===== src/rtl/pipe_ctrl.sv =====
// pipe_ctrl: hazard and stall controller for the five-stage in-order core.
// Decides every cycle which pipeline registers advance, hold or take a bubble.
// It also sequences the multi-cycle mul/div unit and keeps saturating
// stall/flush counters. The control decisions are combinational, so they take
// effect in the same cycle. The FSM state and the counters are registered.
module pipe_ctrl #(
    parameter int REG_INDEX_SIZE = 5,
    parameter int CNT_W          = 32
) (
    input  logic                      clk,
    input  logic                      rst_n,
    input  logic                      pipe_ctrl_id_rs1_en_i,
    input  logic                      pipe_ctrl_id_rs2_en_i,
    input  logic [REG_INDEX_SIZE-1:0] pipe_ctrl_id_rs1_index_i,
    input  logic [REG_INDEX_SIZE-1:0] pipe_ctrl_id_rs2_index_i,
    input  logic                      pipe_ctrl_id2ex_valid_i,
    input  logic                      pipe_ctrl_id2ex_load_i,
    input  logic                      pipe_ctrl_id2ex_rd_en_i,
    input  logic [REG_INDEX_SIZE-1:0] pipe_ctrl_id2ex_rd_index_i,
    input  logic                      pipe_ctrl_ex_md_i,
    input  logic                      pipe_ctrl_md_done_i,
    input  logic                      pipe_ctrl_redirect_i,
    input  logic                      pipe_ctrl_mem_req_i,
    input  logic                      pipe_ctrl_mem_ack_i,
    output logic                      pipe_ctrl_md_start_o,
    output logic                      pipe_ctrl_pc_en_o,
    output logic                      pipe_ctrl_if2id_en_o,
    output logic                      pipe_ctrl_id2ex_en_o,
    output logic                      pipe_ctrl_ex2mem_en_o,
    output logic                      pipe_ctrl_mem2wb_en_o,
    output logic                      pipe_ctrl_if2id_flush_o,
    output logic                      pipe_ctrl_id2ex_flush_o,
    output logic                      pipe_ctrl_ex2mem_bubble_o,
    output logic                      pipe_ctrl_mem2wb_bubble_o,
    output logic [1:0]                pipe_ctrl_state_o,
    output logic [CNT_W-1:0]          pipe_ctrl_stall_cnt_o,
    output logic [CNT_W-1:0]          pipe_ctrl_flush_cnt_o
);

    typedef enum logic [1:0] {
        ST_RUN     = 2'd0,
        ST_MD_WAIT = 2'd1,
        ST_MD_DONE = 2'd2
    } state_t;

    localparam logic [CNT_W-1:0] CNT_ONE = {{(CNT_W-1){1'b0}}, 1'b1};
    localparam logic [CNT_W-1:0] CNT_MAX = {CNT_W{1'b1}};

    state_t state_reg;
    state_t state_next;

    // Hazard terms.
    logic mem_stall;
    logic md_launch;
    logic md_finish;
    logic ex_hold;
    logic rs1_hit;
    logic rs2_hit;
    logic load_use;
    logic redirect_take;

    // Ungated control decisions. They are forced to zero while reset is held.
    logic pc_en_next;
    logic if2id_en_next;
    logic id2ex_en_next;
    logic ex2mem_en_next;
    logic mem2wb_en_next;
    logic if2id_flush_next;
    logic id2ex_flush_next;
    logic ex2mem_bubble_next;
    logic mem2wb_bubble_next;

    // Counter array: index 0 counts stall cycles, index 1 counts flush cycles.
    logic [CNT_W-1:0] cnt_reg [2];
    logic [1:0]       cnt_inc;

    // Hazard detection. Only hazards that forwarding cannot cover are
    // interlocked here.
    always_comb begin
        mem_stall = pipe_ctrl_mem_req_i & ~pipe_ctrl_mem_ack_i;
        md_launch = (state_reg == ST_RUN) & pipe_ctrl_id2ex_valid_i & pipe_ctrl_ex_md_i;
        // The result may leave EX only if MEM is able to accept it this cycle.
        md_finish = pipe_ctrl_md_done_i & ~mem_stall;
        ex_hold   = md_launch
                  | ((state_reg == ST_MD_WAIT) & ~md_finish)
                  | ((state_reg == ST_MD_DONE) & mem_stall);
        rs1_hit   = pipe_ctrl_id_rs1_en_i
                  & (pipe_ctrl_id_rs1_index_i == pipe_ctrl_id2ex_rd_index_i);
        rs2_hit   = pipe_ctrl_id_rs2_en_i
                  & (pipe_ctrl_id_rs2_index_i == pipe_ctrl_id2ex_rd_index_i);
        // x0 is never a real dependency, so a load to x0 never interlocks.
        load_use  = pipe_ctrl_id2ex_valid_i & pipe_ctrl_id2ex_load_i
                  & pipe_ctrl_id2ex_rd_en_i
                  & (pipe_ctrl_id2ex_rd_index_i != '0)
                  & (rs1_hit | rs2_hit);
        redirect_take = pipe_ctrl_redirect_i & pipe_ctrl_id2ex_valid_i;
    end

    // Mul/div sequencing. The done signal matters only while a result is awaited.
    always_comb begin
        state_next = state_reg;
        case (state_reg)
            ST_RUN: begin
                if (md_launch) begin
                    state_next = ST_MD_WAIT;
                end
            end
            ST_MD_WAIT: begin
                if (pipe_ctrl_md_done_i) begin
                    state_next = mem_stall ? ST_MD_DONE : ST_RUN;
                end
            end
            ST_MD_DONE: begin
                if (!mem_stall) begin
                    state_next = ST_RUN;
                end
            end
            default: state_next = ST_RUN;
        endcase
    end

    // Prioritised stall/flush decision. The first matching hazard wins.
    // A redirect outranks load-use because the dependent ID instruction is
    // squashed anyway.
    always_comb begin
        pc_en_next         = 1'b1;
        if2id_en_next      = 1'b1;
        id2ex_en_next      = 1'b1;
        ex2mem_en_next     = 1'b1;
        mem2wb_en_next     = 1'b1;
        if2id_flush_next   = 1'b0;
        id2ex_flush_next   = 1'b0;
        ex2mem_bubble_next = 1'b0;
        mem2wb_bubble_next = 1'b0;
        if (mem_stall) begin
            // MEM is blocked. Everything up to EX/MEM holds, and WB receives a bubble.
            pc_en_next         = 1'b0;
            if2id_en_next      = 1'b0;
            id2ex_en_next      = 1'b0;
            ex2mem_en_next     = 1'b0;
            mem2wb_bubble_next = 1'b1;
        end else if (ex_hold) begin
            // EX is occupied by mul/div. Upstream holds, and MEM receives a bubble.
            pc_en_next         = 1'b0;
            if2id_en_next      = 1'b0;
            id2ex_en_next      = 1'b0;
            ex2mem_bubble_next = 1'b1;
        end else if (redirect_take) begin
            // EX advances with a taken control transfer. Squash the two younger slots.
            if2id_flush_next   = 1'b1;
            id2ex_flush_next   = 1'b1;
        end else if (load_use) begin
            // The loaded value is not forwardable yet. Insert exactly one bubble into EX.
            pc_en_next         = 1'b0;
            if2id_en_next      = 1'b0;
            id2ex_flush_next   = 1'b1;
        end
    end

    // Control outputs. They read zero while reset is asserted.
    assign pipe_ctrl_md_start_o      = md_launch          & rst_n;
    assign pipe_ctrl_pc_en_o         = pc_en_next         & rst_n;
    assign pipe_ctrl_if2id_en_o      = if2id_en_next      & rst_n;
    assign pipe_ctrl_id2ex_en_o      = id2ex_en_next      & rst_n;
    assign pipe_ctrl_ex2mem_en_o     = ex2mem_en_next     & rst_n;
    assign pipe_ctrl_mem2wb_en_o     = mem2wb_en_next     & rst_n;
    assign pipe_ctrl_if2id_flush_o   = if2id_flush_next   & rst_n;
    assign pipe_ctrl_id2ex_flush_o   = id2ex_flush_next   & rst_n;
    assign pipe_ctrl_ex2mem_bubble_o = ex2mem_bubble_next & rst_n;
    assign pipe_ctrl_mem2wb_bubble_o = mem2wb_bubble_next & rst_n;
    assign pipe_ctrl_state_o         = state_reg;

    // FSM state register. Reset returns to RUN, even in the middle of an operation.
    always_ff @(posedge clk or negedge rst_n) begin
        if (!rst_n) begin
            state_reg <= ST_RUN;
        end else begin
            state_reg <= state_next;
        end
    end

    // Counter increment conditions, taken from the gated outputs.
    assign cnt_inc[0] = ~pipe_ctrl_pc_en_o;
    assign cnt_inc[1] = pipe_ctrl_if2id_flush_o;

    generate
        for (genvar gi = 0; gi < 2; gi++) begin : g_cnt
            // Saturating event counter. It stops at all-ones instead of wrapping.
            always_ff @(posedge clk or negedge rst_n) begin
                if (!rst_n) begin
                    cnt_reg[gi] <= '0;
                end else if (cnt_inc[gi] && (cnt_reg[gi] != CNT_MAX)) begin
                    cnt_reg[gi] <= cnt_reg[gi] + CNT_ONE;
                end
            end
        end
    endgenerate

    assign pipe_ctrl_stall_cnt_o = cnt_reg[0];
    assign pipe_ctrl_flush_cnt_o = cnt_reg[1];

endmodule


===== config.mk =====
export PLATFORM = sky130hd
export DESIGN_NAME = pipe_ctrl
export DESIGN_NICKNAME = d
export VERILOG_FILES = /design/src/rtl/pipe_ctrl.sv
export SDC_FILE = /design/constraint.sdc
export NUM_CORES = 1
export LEC_CHECK = 0
export CORE_MARGIN = 2
export CORE_UTILIZATION = 42
export CTS_CLUSTER_DIAMETER = 150
export DETAILED_ROUTE_END_ITERATION = 8
export PLACE_DENSITY = 0.87
export SLEW_MARGIN = 25
export SYNTH_ARGS = -nofsm -noshare
export SYNTH_HDL_FRONTEND = slang
export SYNTH_SLANG_ARGS = --single-unit

===== constraint.sdc =====
create_clock -name clk -period 2.05 [get_ports clk]
set_input_delay 0.205 -clock clk [delete_from_list [all_inputs] [get_ports clk]]
set_output_delay 0.205 -clock clk [all_outputs]
set_load 0.02 [all_outputs]

# == After elaboration in Yosys (flattened, before gate mapping) ==
# Cells that the tools add are included.
# word_totals
ff_bits,66
latch_bits,0
mem_bits_rw,0
romBits,0
input_bits,27
out_inout_bits,76
mem_count,0
# classes
add_sub_neg,2
mul,0
n_div,0
magnitude_cmp,0
eq_ne,9
shifts,0
muxes,22
bitwise,28
reduce_logical,5
# op_table
operator,n
32-bit by 1-bit adder with 32-bit output (second input constant),2
32-bit != test (second input constant),2
1-bit AND,21
1-bit two-way mux,17
5-bit == test,2
2-bit two-way mux,4
2-bit != test (second input constant),3
2-bit one-hot mux with 3 select lines,1
5-bit nonzero test,1
1-bit inverter,4
1-bit OR,3
3-bit AND reduction,1
2-bit by 1-bit == test with 1-bit output (second input constant),1
2-bit == test (second input constant),1
1-bit logical AND,2
2-bit zero test,1

# == Logic depth before layout (Yosys ltp) ==
# logic_depth
depth_word,13
mapped_depth,8
ltp_nobuf,7

# == Worst setup path after synthesis ==
# OpenSTA, ideal clock, no wires.
# synth_path
path_kind,flip-flop to flip-flop
from,reg state_reg[0] (netlist: pipe_ctrl_state_o[0])
to,reg cnt_reg (netlist bit pipe_ctrl_flush_cnt_o[29])
arrival_ns,2.143
t_required_ns,1.921
setup_slack_ns,-0.222
path_stages_with_launch,8
n_path_buf,0
synth_period_minus_slack_ns,2.272
path_cell_list,dfrtp_1 > nor3b_1 > nor4b_4 > and3_1 > nand4_2 > a211oi_4 > nand4_1 > xnor2_1
# synth_between
elab_chain_cells,9
elab_cells_between_ends,13
classes_between,2 x eq/ne; 2 x mux; 7 x bitwise; 2 x reduce/logical
# synth_rtl
item,line,source
from (decl),49,state_t state_reg;
from (signal assigned),178,state_reg <= state_next;
2-bit zero test,81,md_launch = (state_reg == ST_RUN) & pipe_ctrl_id2ex_valid_i & pipe_ctrl_ex_md_i;
1-bit AND (2 in series),81,
1-bit OR,85,| ((state_reg == ST_MD_WAIT) & ~md_finish)
1-bit OR (*),86,| ((state_reg == ST_MD_DONE) & mem_stall);
1-bit two-way mux (*),142,end else if (ex_hold) begin
1-bit two-way mux (*),135,if (mem_stall) begin
1-bit AND (*),167,assign pipe_ctrl_if2id_flush_o = if2id_flush_next & rst_n;
1-bit logical AND (*),192,end else if (cnt_inc[gi] && (cnt_reg[gi] != CNT_MAX)) begin
"to (signal, indexed assignment)",193,cnt_reg[gi] <= cnt_reg[gi] + CNT_ONE;
to (decl),74,logic [CNT_W-1:0] cnt_reg [2];
# Mark *: on every way between the ends. The rest lies on a longest branch, timed or not.
# A chain may end at the register's enable or synchronous reset.

# == Worst setup path in the final report ==
# layout_path
from,reg state_reg[0] (netlist: pipe_ctrl_state_o[0])
to,reg cnt_reg (netlist bit pipe_ctrl_flush_cnt_o[26])
# Same word-level chain as after synthesis.

==> impl_metrics.csv <==
group,metric,value,unit
clocking,clk_path_buf_depth,2,
placement,io_buffers,102,
die,coreArea,7690,sq um
flow_run,drv_cap,0,
die,die_area,8600,sq um
drt,drc_errors,0,
die,rows,32,
global_routing,grt_pass1_vias,3083,
drt,routed_wl,9320,um
global_routing,grt_use_total,0.215,
synth,postSynthNetCount,333,
die,ios,103,
synth,syn_avg_cell_area,10.9,sq um
cells_and_area,final_core_util,0.695,
setup_path,critPathKind,"flop to flop",
synth,ys_seq_area_frac,0.499,
power,switchingPower,1.13,mW
clocking,h-tree-depth,3,
setup_path,arrival,2410,ps
timing,max_freq,467,MHz
placement,place_ws,-488,ps
die,die_x,92.7,um
timing,maxSlewHeadroom,0.432,
drt,wire_per_inst,16.4,um
power,p_comb_frac,0.281,
setup_path,slowest_stage,"dfrtp_2",
setup_path,endpoint_kind,"flop",
synth,ys_ff_latch,66,
setup_path,crit_path_cell_trace,"nor3b_4, nor4b_4, buf_4, and3_4, buf_6, nand3_4, or2_4, nor3_4, xor2_1",
timing,finalSetupViolations,16,
status,status,"complete, but fails checks",
timing,rsz0062_at_grt,"true",
drt,drt_pass1_iterations,4,
global_routing,grt_overflow,0,
clocking,cts_tree,"done",
power,p_per_area,681,nW/um^2
timing,min_period,2140,ps
global_routing,met2_usage,0.389,
setup_path,cp_num_buf_inv,2,
clocking,cts.sinks,66,
timing,skew,13.5,ps
power,p_leak,2.29,nW
cells_and_area,area.growth.synth_to_final,61.6,%
clocking,path_clk_slew,80,ps
cells_and_area,diodes,0,
synth,ys.flop_type,"dfrtp_1",
synth,synthCells,304,
synth,async_reset_ff_frac,1.00,
cells_and_area,nFillCells,554,
cells_and_area,nets,490,
global_routing,busiest_layer,"met2",
synth,synthesis.area,3310,sq um
synth,synth_top_area_share,0.499,
synth,synth-edff-count,0,
clocking,postCtsHoldBufs,0,
drt,viasPerCell,5.26,
power,p_int,2.51,mW
timing,post-route-period-util,1.05,
placement,hpwl,6120,um
timing,hold_viol_final,0,
global_routing,use_met3,0.0472,
clocking,root_buffer,"clkbuf_8",
global_routing,grt_max_degree,67,
global_routing,grt_antenna_before_repair,0,
clocking,numCtsBuffers,9,
synth,ys_top_cells_by_area,"dfrtp_1 50%, xnor2_1 16%, nand4_1 4.5%",
drt,drtIter0Drc,84,
status,violations,"setup timing",
synth,yosys.area.top_type,"dfrtp_1",
clocking,insertion_delay,340,ps
global_routing,met1_usage,0.251,
setup_path,cp-start-kind,"flop",
drt,ant_nets,0,
setup_path,cp.required,2320,ps
drt,via_count,2989,
cells_and_area,final_cell_mix,"89 x clkdlybuf4s50_1, 64 x dfrtp_1, 53 x xnor2_1, 37 x buf_4, 24 x nand4_1",
die,die_h,92.7,um
setup_path,critPathTopFamily,"simple AND/OR/NAND/NOR gates",
setup_path,max_stage_delay,440,ps
setup_path,cp_max_fo,4,
power,pwr-share-clk,0.300,
cells_and_area,final_common_cell,"clkdlybuf4s50_1",
synth,synth.distinct_cells,39,
min_path,hp-class,"primary input to asynchronous set/reset pin",
cells_and_area,layout-drive-gt1-share,0.283,
timing,worstMarginPinSlew,852,ps
die,start_util,0.430,
placement,gp_congestion,0.792,
timing,final.setup.worst_slack,-92.7,ps
power,switching_share,0.310,
power,peakVddDrop,0.000710,V
synth,ys_warn_count,0,
power,p_seq_frac,0.419,
timing,final_max_slew_viol_count,0,
global_routing,grt_first_pass_wirelength,14800,um
worst paths after layout:
kind,from,end,slack (ps),depth (start not counted)
worst max-delay path,pipe_ctrl_state_o[0],pipe_ctrl_flush_cnt_o[26],-90,9
worst min-delay path,rst_n,pipe_ctrl_state_o[0],110,2
worst max register to register,pipe_ctrl_state_o[0],pipe_ctrl_flush_cnt_o[26],-90,9
worst min register to register,pipe_ctrl_stall_cnt_o[27],pipe_ctrl_stall_cnt_o[27],490,1
max in group asynchronous,rst_n,pipe_ctrl_stall_cnt_o[16],1340,2
min in group clk,pipe_ctrl_mem_req_i,pipe_ctrl_state_o[1],470,3
Yosys cell counts (3+ instances only):
master / number
a21oi_1: 5
xnor2_1: 60
and3_1: 14
and4_1: 6
nand3_1: 22
and2_1: 9
nand4_1: 24
dfrtp_1: 66
buf_4: 3
or2_2: 3
buf_2: 3
nand2_1: 25
nor2_1: 16
xor2_1: 10
inv_1: 5
power by group through the flow:
stage          registers [mW]  logic, mW  clock network (mW)
3_3_place_gp             1.53      0.906                   0
5_1_grt                  1.54       1.09                1.18
3_5_place_dp             1.54      0.928                   0
2_1_floorplan            1.68      0.294                   0
4_1_cts                  1.52      0.981                1.11
6_report                 1.53       1.02                1.09
area by class of cell:
cell class	count	area (sq um)	share of cell area
Clock inverter	6	67.6	0.0126
Multi-Input combinational cell	226	1870	0.349
Sequential cell	66	1650	0.309
Clock buffer	10	128	0.0239
Tap cell	102	128	0.0239
Timing Repair Buffer	153	1480	0.277
Inverter	5	18.8	0.00351
metrics by stage:
| stage | setup TNS, ps | power (mW) | cell area, sq um | std cells | hold slack, ps |
|---|---|---|---|---|---|
| 5_1_grt | -4350 | 3.80 | 5350 | 568 | 195 |
| 6_report | -527 | 3.64 | 5350 | 568 | 106 |
| 4_1_cts | -1510 | 3.61 | 5170 | 563 | 161 |
| 3_5_place_dp | -19650 | 2.47 | 4790 | 537 | 481 |
| 2_1_floorplan | -3030 | 1.98 | 3430 | 304 | -90.6 |
| 3_3_place_gp | -16410 | 2.44 | 4790 | 537 | 477 |
layer usage:
metal / wire, um / share of wire
met1: 3630 / 0.39
met2: 5130 / 0.55
met3: 441 / 0.047
met4: 121 / 0.013
met5: 0 / 0
worst register-to-register path, stage by stage (launching register included):
cell and delay [ps]:
dfrtp_2 440, nor3b_4 170, nor4b_4 330, buf_4 190, and3_4 210, buf_6 110, nand3_4 60, or2_4 290
nor3_4 130, xor2_1 150
sequential cells by signal, summed over array words and instances (netlist names):
signal,count
pipe_ctrl_flush_cnt_o,32
pipe_ctrl_state_o,2
pipe_ctrl_stall_cnt_o,32
cell families after synthesis:
kind of cell | Yosys count | share of synthesized area
AO/OA/AOI/OAI | 11 | 0.0280
XOR/XNOR | 70 | 0.185
adder cells (fa/ha/maj) | 2 | 0.00757
buffers and inverters | 12 | 0.0182
flip-flops | 66 | 0.499
multiplexers | 2 | 0.00681
AND/OR/NAND/NOR | 141 | 0.255
timing repair:
action,4_1_cts,5_1_grt
setup endpoints to repair,40,60
pin swaps,14,26
cloned,2,1
buffers inserted,8,7
gates resized for setup,46,43
No activity file was read; power rests on OpenSTA's default activity.
